--- src/rtl/des_decrypt_iter.sv ---
// Iterative DES decryption engine: one Feistel round per clock, 16 rounds per block.
// Bit numbering follows DES: index 0 of every vector is DES bit 1 (the MSB).
// The key schedule starts from C0/D0 (== C16/D16) and rotates right after each
// round, so that subkeys are produced in decryption order K16..K1.
module des_decrypt_iter #(
    parameter int CHECK_PARITY = 0
) (
    input  logic        clk,
    input  logic        rst_n,
    input  logic        start,
    input  logic [0:63] key,
    input  logic [0:63] cipherText,
    output logic        busy,
    output logic        done,
    output logic [0:63] plainText,
    output logic        key_err
);

    typedef enum logic [1:0] {IDLE, ROUND, DONE} state_t;

    localparam int IP_T [64] = '{
        58, 50, 42, 34, 26, 18, 10, 2,  60, 52, 44, 36, 28, 20, 12, 4,
        62, 54, 46, 38, 30, 22, 14, 6,  64, 56, 48, 40, 32, 24, 16, 8,
        57, 49, 41, 33, 25, 17,  9, 1,  59, 51, 43, 35, 27, 19, 11, 3,
        61, 53, 45, 37, 29, 21, 13, 5,  63, 55, 47, 39, 31, 23, 15, 7};

    localparam int FP_T [64] = '{
        40, 8, 48, 16, 56, 24, 64, 32,  39, 7, 47, 15, 55, 23, 63, 31,
        38, 6, 46, 14, 54, 22, 62, 30,  37, 5, 45, 13, 53, 21, 61, 29,
        36, 4, 44, 12, 52, 20, 60, 28,  35, 3, 43, 11, 51, 19, 59, 27,
        34, 2, 42, 10, 50, 18, 58, 26,  33, 1, 41,  9, 49, 17, 57, 25};

    localparam int PC1_T [56] = '{
        57, 49, 41, 33, 25, 17,  9,   1, 58, 50, 42, 34, 26, 18,
        10,  2, 59, 51, 43, 35, 27,  19, 11,  3, 60, 52, 44, 36,
        63, 55, 47, 39, 31, 23, 15,   7, 62, 54, 46, 38, 30, 22,
        14,  6, 61, 53, 45, 37, 29,  21, 13,  5, 28, 20, 12,  4};

    localparam int PC2_T [48] = '{
        14, 17, 11, 24,  1,  5,   3, 28, 15,  6, 21, 10,
        23, 19, 12,  4, 26,  8,  16,  7, 27, 20, 13,  2,
        41, 52, 31, 37, 47, 55,  30, 40, 51, 45, 33, 48,
        44, 49, 39, 56, 34, 53,  46, 42, 50, 36, 29, 32};

    localparam int E_T [48] = '{
        32,  1,  2,  3,  4,  5,   4,  5,  6,  7,  8,  9,
         8,  9, 10, 11, 12, 13,  12, 13, 14, 15, 16, 17,
        16, 17, 18, 19, 20, 21,  20, 21, 22, 23, 24, 25,
        24, 25, 26, 27, 28, 29,  28, 29, 30, 31, 32,  1};

    localparam int P_T [32] = '{
        16,  7, 20, 21, 29, 12, 28, 17,   1, 15, 23, 26,  5, 18, 31, 10,
         2,  8, 24, 14, 32, 27,  3,  9,  19, 13, 30,  6, 22, 11,  4, 25};

    // Each S-box is 64 nibbles, row-major (row 0 col 0 first), leftmost nibble = entry 0.
    localparam logic [0:255] SBOX [8] = '{
        256'hE4D12FB83A6C5907_0F74E2D1A6CB9538_41E8D62BFC973A50_FC8249175B3EA06D,
        256'hF18E6B34972DC05A_3D47F28EC01A69B5_0E7BA4D158C6932F_D8A13F42B67C05E9,
        256'hA09E63F51DC7B428_D709346A285ECBF1_D6498F30B12C5AE7_1AD069874FE3B52C,
        256'h7DE3069A1285BC4F_D8B56F03472C1AE9_A690CB7DF13E5284_3F06A1D8945BC72E,
        256'h2C417AB6853FD0E9_EB2C47D150FA3986_421BAD78F9C5630E_B8C71E2D6F09A453,
        256'hC1AF92680D34E75B_AF427C9561DE0B38_9EF528C3704A1DB6_432C95FABE17608D,
        256'h4B2EF08D3C975A61_D0B7491AE35C2F86_14BDC37EAF680592_6BD814A7950FE23C,
        256'hD2846FB1A93E50C7_1FD8A374C56B0E92_7B419CE206ADF358_21E74A8DFC90356B};

    function automatic logic [0:63] ip_perm(input logic [0:63] x);
        logic [0:63] y;
        for (int i = 0; i < 64; i++) y[i] = x[6'(IP_T[i] - 1)];
        return y;
    endfunction

    function automatic logic [0:63] fp_perm(input logic [0:63] x);
        logic [0:63] y;
        for (int i = 0; i < 64; i++) y[i] = x[6'(FP_T[i] - 1)];
        return y;
    endfunction

    function automatic logic [0:55] pc1_perm(input logic [0:63] k);
        logic [0:55] y;
        for (int i = 0; i < 56; i++) y[i] = k[6'(PC1_T[i] - 1)];
        return y;
    endfunction

    function automatic logic [0:47] pc2_perm(input logic [0:55] cd);
        logic [0:47] y;
        for (int i = 0; i < 48; i++) y[i] = cd[6'(PC2_T[i] - 1)];
        return y;
    endfunction

    // Right rotation undoes the encryption-side left shift of the same round.
    function automatic logic [0:27] rotr(input logic [0:27] x, input logic by_one);
        return by_one ? {x[27], x[0:26]} : {x[26:27], x[0:25]};
    endfunction

    function automatic logic [0:31] feistel(input logic [0:31] rr, input logic [0:47] k);
        logic [0:47] ex;
        logic [0:31] sv;
        logic [0:31] y;
        logic [5:0]  b;
        logic [5:0]  idx;
        for (int i = 0; i < 48; i++) ex[i] = rr[5'(E_T[i] - 1)];
        ex = ex ^ k;
        for (int s = 0; s < 8; s++) begin
            b   = ex[6*s +: 6];                  // b[5] is the first DES bit of the group
            idx = {b[5], b[0], b[4:1]};          // row = outer bits, column = inner bits
            sv[4*s +: 4] = SBOX[s][{idx, 2'b00} +: 4];
        end
        for (int i = 0; i < 32; i++) y[i] = sv[5'(P_T[i] - 1)];
        return y;
    endfunction

    // True when any key byte has even parity (DES expects odd parity per byte).
    function automatic logic parity_bad(input logic [0:63] k);
        logic bad;
        bad = 1'b0;
        for (int i = 0; i < 8; i++)
            if (^k[8*i +: 8] == 1'b0) bad = 1'b1;
        return bad;
    endfunction

    state_t      state;
    logic [4:0]  rnd;
    logic [0:31] l, r;
    logic [0:27] c, d;
    logic [0:47] subkey;
    logic [0:31] fout;
    logic        shift_one;

    // Round function for the current round from the live L/R/C/D state.
    always_comb begin
        subkey    = pc2_perm({c, d});
        fout      = feistel(r, subkey);
        shift_one = (rnd == 5'd1) || (rnd == 5'd8) || (rnd == 5'd15) || (rnd == 5'd16);
    end

    // Control FSM plus round datapath; outputs are all registered.
    always_ff @(posedge clk or negedge rst_n) begin
        if (!rst_n) begin
            state     <= IDLE;
            rnd       <= 5'd0;
            busy      <= 1'b0;
            done      <= 1'b0;
            plainText <= 64'h0;
            key_err   <= 1'b0;
            l         <= 32'h0;
            r         <= 32'h0;
            c         <= 28'h0;
            d         <= 28'h0;
        end else begin
            case (state)
                IDLE, DONE: begin
                    done <= 1'b0;
                    if (start) begin
                        {l, r}  <= ip_perm(cipherText);
                        {c, d}  <= pc1_perm(key);
                        rnd     <= 5'd1;
                        busy    <= 1'b1;
                        key_err <= (CHECK_PARITY != 0) && parity_bad(key);
                        state   <= ROUND;
                    end else begin
                        state <= IDLE;
                    end
                end
                ROUND: begin
                    l <= r;
                    r <= l ^ fout;
                    c <= rotr(c, shift_one);
                    d <= rotr(d, shift_one);
                    if (rnd == 5'd16) begin
                        // Final swap: preoutput is {R16, L16} = {L15 ^ f, R15}.
                        plainText <= fp_perm({l ^ fout, r});
                        done      <= 1'b1;
                        busy      <= 1'b0;
                        rnd       <= 5'd0;
                        state     <= DONE;
                    end else begin
                        rnd <= rnd + 5'd1;
                    end
                end
                default: state <= IDLE;
            endcase
        end
    end

endmodule

--- config.mk ---
export PLATFORM = sky130hd
export DESIGN_NAME = des_decrypt_iter
export DESIGN_NICKNAME = d
export VERILOG_FILES = /design/src/rtl/des_decrypt_iter.sv
export SDC_FILE = /design/constraint.sdc
export NUM_CORES = 1
export LEC_CHECK = 0
export CAP_MARGIN = 20
export CELL_PAD_IN_SITES_DETAIL_PLACEMENT = 1
export CELL_PAD_IN_SITES_GLOBAL_PLACEMENT = 2
export CORE_ASPECT_RATIO = 1.5
export CORE_MARGIN = 2
export CORE_UTILIZATION = 25
export CTS_CLUSTER_SIZE = 20
export DETAILED_ROUTE_END_ITERATION = 10
export GPL_ROUTABILITY_DRIVEN = 0
export PLACE_DENSITY = 0.86
export SLEW_MARGIN = 20
export SYNTH_ARGS = -nofsm -noshare
export SYNTH_HDL_FRONTEND = slang
export SYNTH_SLANG_ARGS = --single-unit
export TNS_END_PERCENT = 30
--- constraint.sdc ---
create_clock -name clk -period 2.8 [get_ports clk]
set_input_delay 0.56 -clock clk [delete_from_list [all_inputs] [get_ports clk]]
set_output_delay 0.56 -clock clk [all_outputs]
set_load 0.01 [all_outputs]
==> results.py <==
metrics = {
    "clock_network": {
        "cts_sinks": 90,
        "path_clk_slew_ns": 0.07,
        "numCtsBuffers": 9,
        "clk_path_buf_depth": 2,
        "cts_tree": "done",
        "cts-root-buf": "clkbuf_16",
        "h-tree-depth": 3,
        "clk_latency_ns": 0.35,
    },
    "yosys": {
        "synth_area_mm2": 0.00658,
        "synth_edf_count": 0,
        "ys_ff_latch": 90,
        "syn_avg_cell_area_um2": 9.00,
        "synthCells": 731,
        "yosysSeqAreaShare": 0.342,
        "ys_types": 66,
        "synth-warning-count": 0,
        "synthFlopType": "dfrtp_1",
        "async_flop_share": 1.00,
    },
    "grt": {
        "grt.total_usage": 0.145,
        "grt_max_degree": 56,
        "grt_pass1_vias": 5912,
        "grt_remaining_overflow": 0,
        "antenna_found_initial": 0,
        "grt_pass1_wl_um": 31400,
    },
    "placement": {
        "place_inst": 1117,
        "hpwl_um": 14300,
        "pre_cts_ws_ns": 0.204,
        "io_buffer_count": 51,
    },
    "timing": {
        "setup_ws_ns": 0.173,
        "finClkSkew_ns": 0.0102,
        "setup_tns_ns": 0,
        "worstMarginPinSlew_ns": 0.714,
        "fin_crit_sh": 0.938,
        "slew_viol_final": 0,
        "hold_viol": 0,
        "fin_hold_ws_ns": 0.222,
        "finalSetupViolations": 0,
        "max_slew_margin": 0.520,
        "fin_crit_ns": 2.63,
        "fmax_ghz": 0.381,
        "rsz0062_at_grt": "false",
    },
    "worst_hold_path": {
        "hold_class": "input port to asynchronous set/reset pin",
    },
    "floorplanning": {
        "ios": 198,
        "dieArea_mm2": 0.0277,
        "die_w_um": 136,
        "initial_core_util": 0.255,
        "core-area_mm2": 0.0259,
        "rows": 72,
        "die_y_um": 203,
    },
    "power_and_ir_drop": {
        "powerDensity_mw_per_mm2": 1680,
        "switching_share": 0.479,
        "p_int_w": 0.00688,
        "p_leak_nw": 3.39,
        "power_frac_clock": 0.102,
        "p_comb_frac": 0.688,
        "vdd_drop_max_mv": 0.470,
        "p_switching_w": 0.00632,
        "pwr-share-seq": 0.210,
    },
    "setup_path": {
        "end_kind": "flip-flop",
        "rr_worst_depth": 9,
        "critPathSlowestCell": "mux4_2",
        "cp.required_ns": 3.04,
        "worstPathCellList": "xnor2_1 > inv_1 > ha_1 > inv_1 > mux4_2 > nor2_1 > a41o_1 > xor2_1 > mux2_2",
        "startpoint_type": "flip-flop",
        "path_delay_family": "multiplexers",
        "crit_type": "flip-flop to flip-flop",
        "cpPeakStageDelay_ns": 0.44,
        "crit_top_cell": "inv_1",
        "path_buf_inv": 2,
        "critical_path.max_fanout": 6,
        "reg2reg_slack_ns": 0.17,
        "timing.rr.start": "r[15]",
        "cp.arrival_ns": 2.86,
        "r2r_end": "plainText[55]",
    },
    "route": {
        "via_per_inst": 4.87,
        "drt_iter0_markers": 224,
        "wl_um": 19400,
        "ant_nets": 0,
        "via_count": 5514,
        "drtPass1Iterations": 4,
        "wl_per_cell_um": 17.1,
        "drc_errors": 0,
    },
    "layout": {
        "syn2layout_area_growth_pct": 19.4,
        "finalNonFillerCells": 1132,
        "final_common_cell": "nand2_1",
        "fin_nets": 960,
        "n_antenna_cell": 0,
        "num-fill-cells": 2986,
        "drive_gt1_frac": 0.128,
        "mostFrequentLayoutCells": "nand2_1 (113), dfrtp_1 (89), nor2_1 (57)",
    },
    "run": {
        "max_cap_violations": 0,
    },
    "outcome": {
        "status": "completed",
    },
}
==> cell usage after synthesis (2+ instances only) <==
master	instances	area (um^2)
and2_1	3	18.8
nand3_1	15	75.1
a221oi_1	3	26.3
o21ai_0	28	140
xnor2_2	3	48.8
and3_1	6	37.5
a211o_1	3	26.3
dfrtp_1	90	2250
nor3_1	12	60.1
a32oi_1	3	26.3
o22ai_1	7	43.8
xor2_1	17	149
a22o_1	17	149
a21oi_1	19	95.1
mux4_2	11	248
nor2b_1	2	12.5
a22oi_1	2	15.0
mux2_2	13	146
inv_1	24	90.1
o41ai_1	2	17.5
a211oi_1	10	75.1
buf_4	51	383
a32o_1	2	20.0
o21ai_1	16	80.1
nand2b_1	6	37.5
a2111oi_0	4	35.0
clkbuf_1	26	97.6
nor2_1	58	218
a31oi_1	22	138
nand2_1	113	424
mux2i_1	28	280
o211ai_1	4	30.0
xnor2_1	22	193
ha_1	34	425
buf_2	11	55.1
a221o_1	2	20.0
xor2_2	5	81.3
o2111ai_1	2	17.5
nor4_1	3	18.8
o31ai_1	6	45.0
==> cell type report <==
cell class                      count  area [um^2]  share of cell area
Inverter                           26         97.6              0.0124
Clock buffer                       11          243              0.0309
Multi-Input combinational cell    573         3880               0.494
Sequential cell                    90         2250               0.287
Timing Repair Buffer               95          888               0.113
Clock inverter                      4         76.3             0.00972
Tap cell                          333          417              0.0531
==> worst reg2reg max path: cells and delay by family, from the launching register on <==
kind | cells | cell delay (ns)
compound gates | 1 | 0.14
xor+xnor | 2 | 0.49
fa+ha+maj | 1 | 0.42
buf+inv | 2 | 0.24
flops | 1 | 0.42
mux | 2 | 0.71
simple gates | 1 | 0.11
==> what timing repair did <==
item,in CTS,in global routing
resized for setup,0,1
buffers inserted,0,0
endpoints found under the setup margin,0,1
hold buffers,0,0
==> metal layers <==
| layer | share of wire | GRT usage | up-vias |
|---|---|---|---|
| met5 | 0 | 0 | - |
| met4 | 0.038 | 0.0699 | 0 |
| li1 | - | - | 2592 |
| met2 | 0.54 | 0.266 | 138 |
| met3 | 0.037 | 0.0197 | 34 |
| met1 | 0.39 | 0.161 | 2750 |
==> power by group through the flow <==
stage	clock network, W	logic, W	registers (W)
after floorplan	0	0.00646	0.00258
after global placement	0	0.00879	0.00277
after detailed placement	0	0.00906	0.00280
after CTS	0.00137	0.00914	0.00278
after global routing	0.00142	0.0101	0.00288
final	0.00134	0.00908	0.00278
==> logic make-up after synthesis <==
family / synth area share
buffers and inverters: 0.0985
muxes: 0.102
DFF: 0.342
xor gates and xnor gates: 0.0759
and+or+nand+nor: 0.145
other: 0.000570
AOI/OAI and AO/OA: 0.170
adders and majority gates: 0.0647
==> per-stage QoR <==
stage | total power [W] | cell area, um^2 | utilization
6_report | 0.0132 | 7850 | 0.304
5_1_grt | 0.0144 | 7850 | 0.304
4_1_cts | 0.0133 | 7850 | 0.304
3_5_place_dp | 0.0119 | 7530 | 0.291
3_3_place_gp | 0.0116 | 7530 | 0.291
2_1_floorplan | 0.00904 | 6760 | -
==> how the worst max path moves through the flow <==
stage,from,to,cells past startpoint
6_report,r[15],plainText[55],9
5_1_grt,r[15],plainText[55],9
4_1_cts,r[15],plainText[55],9
3_5_place_dp,r[15],plainText[55],9
3_3_place_gp,r[15],plainText[55],9
2_1_floorplan,r[15],plainText[51],8
==> flip-flops by register name, indices dropped and copies added (netlist names) <==
register   flops
busy           1
c             28
done           1
l             16
plainText     16
r             21
rnd            5
state          2
Note: power is estimated with default switching activity, not from simulation.
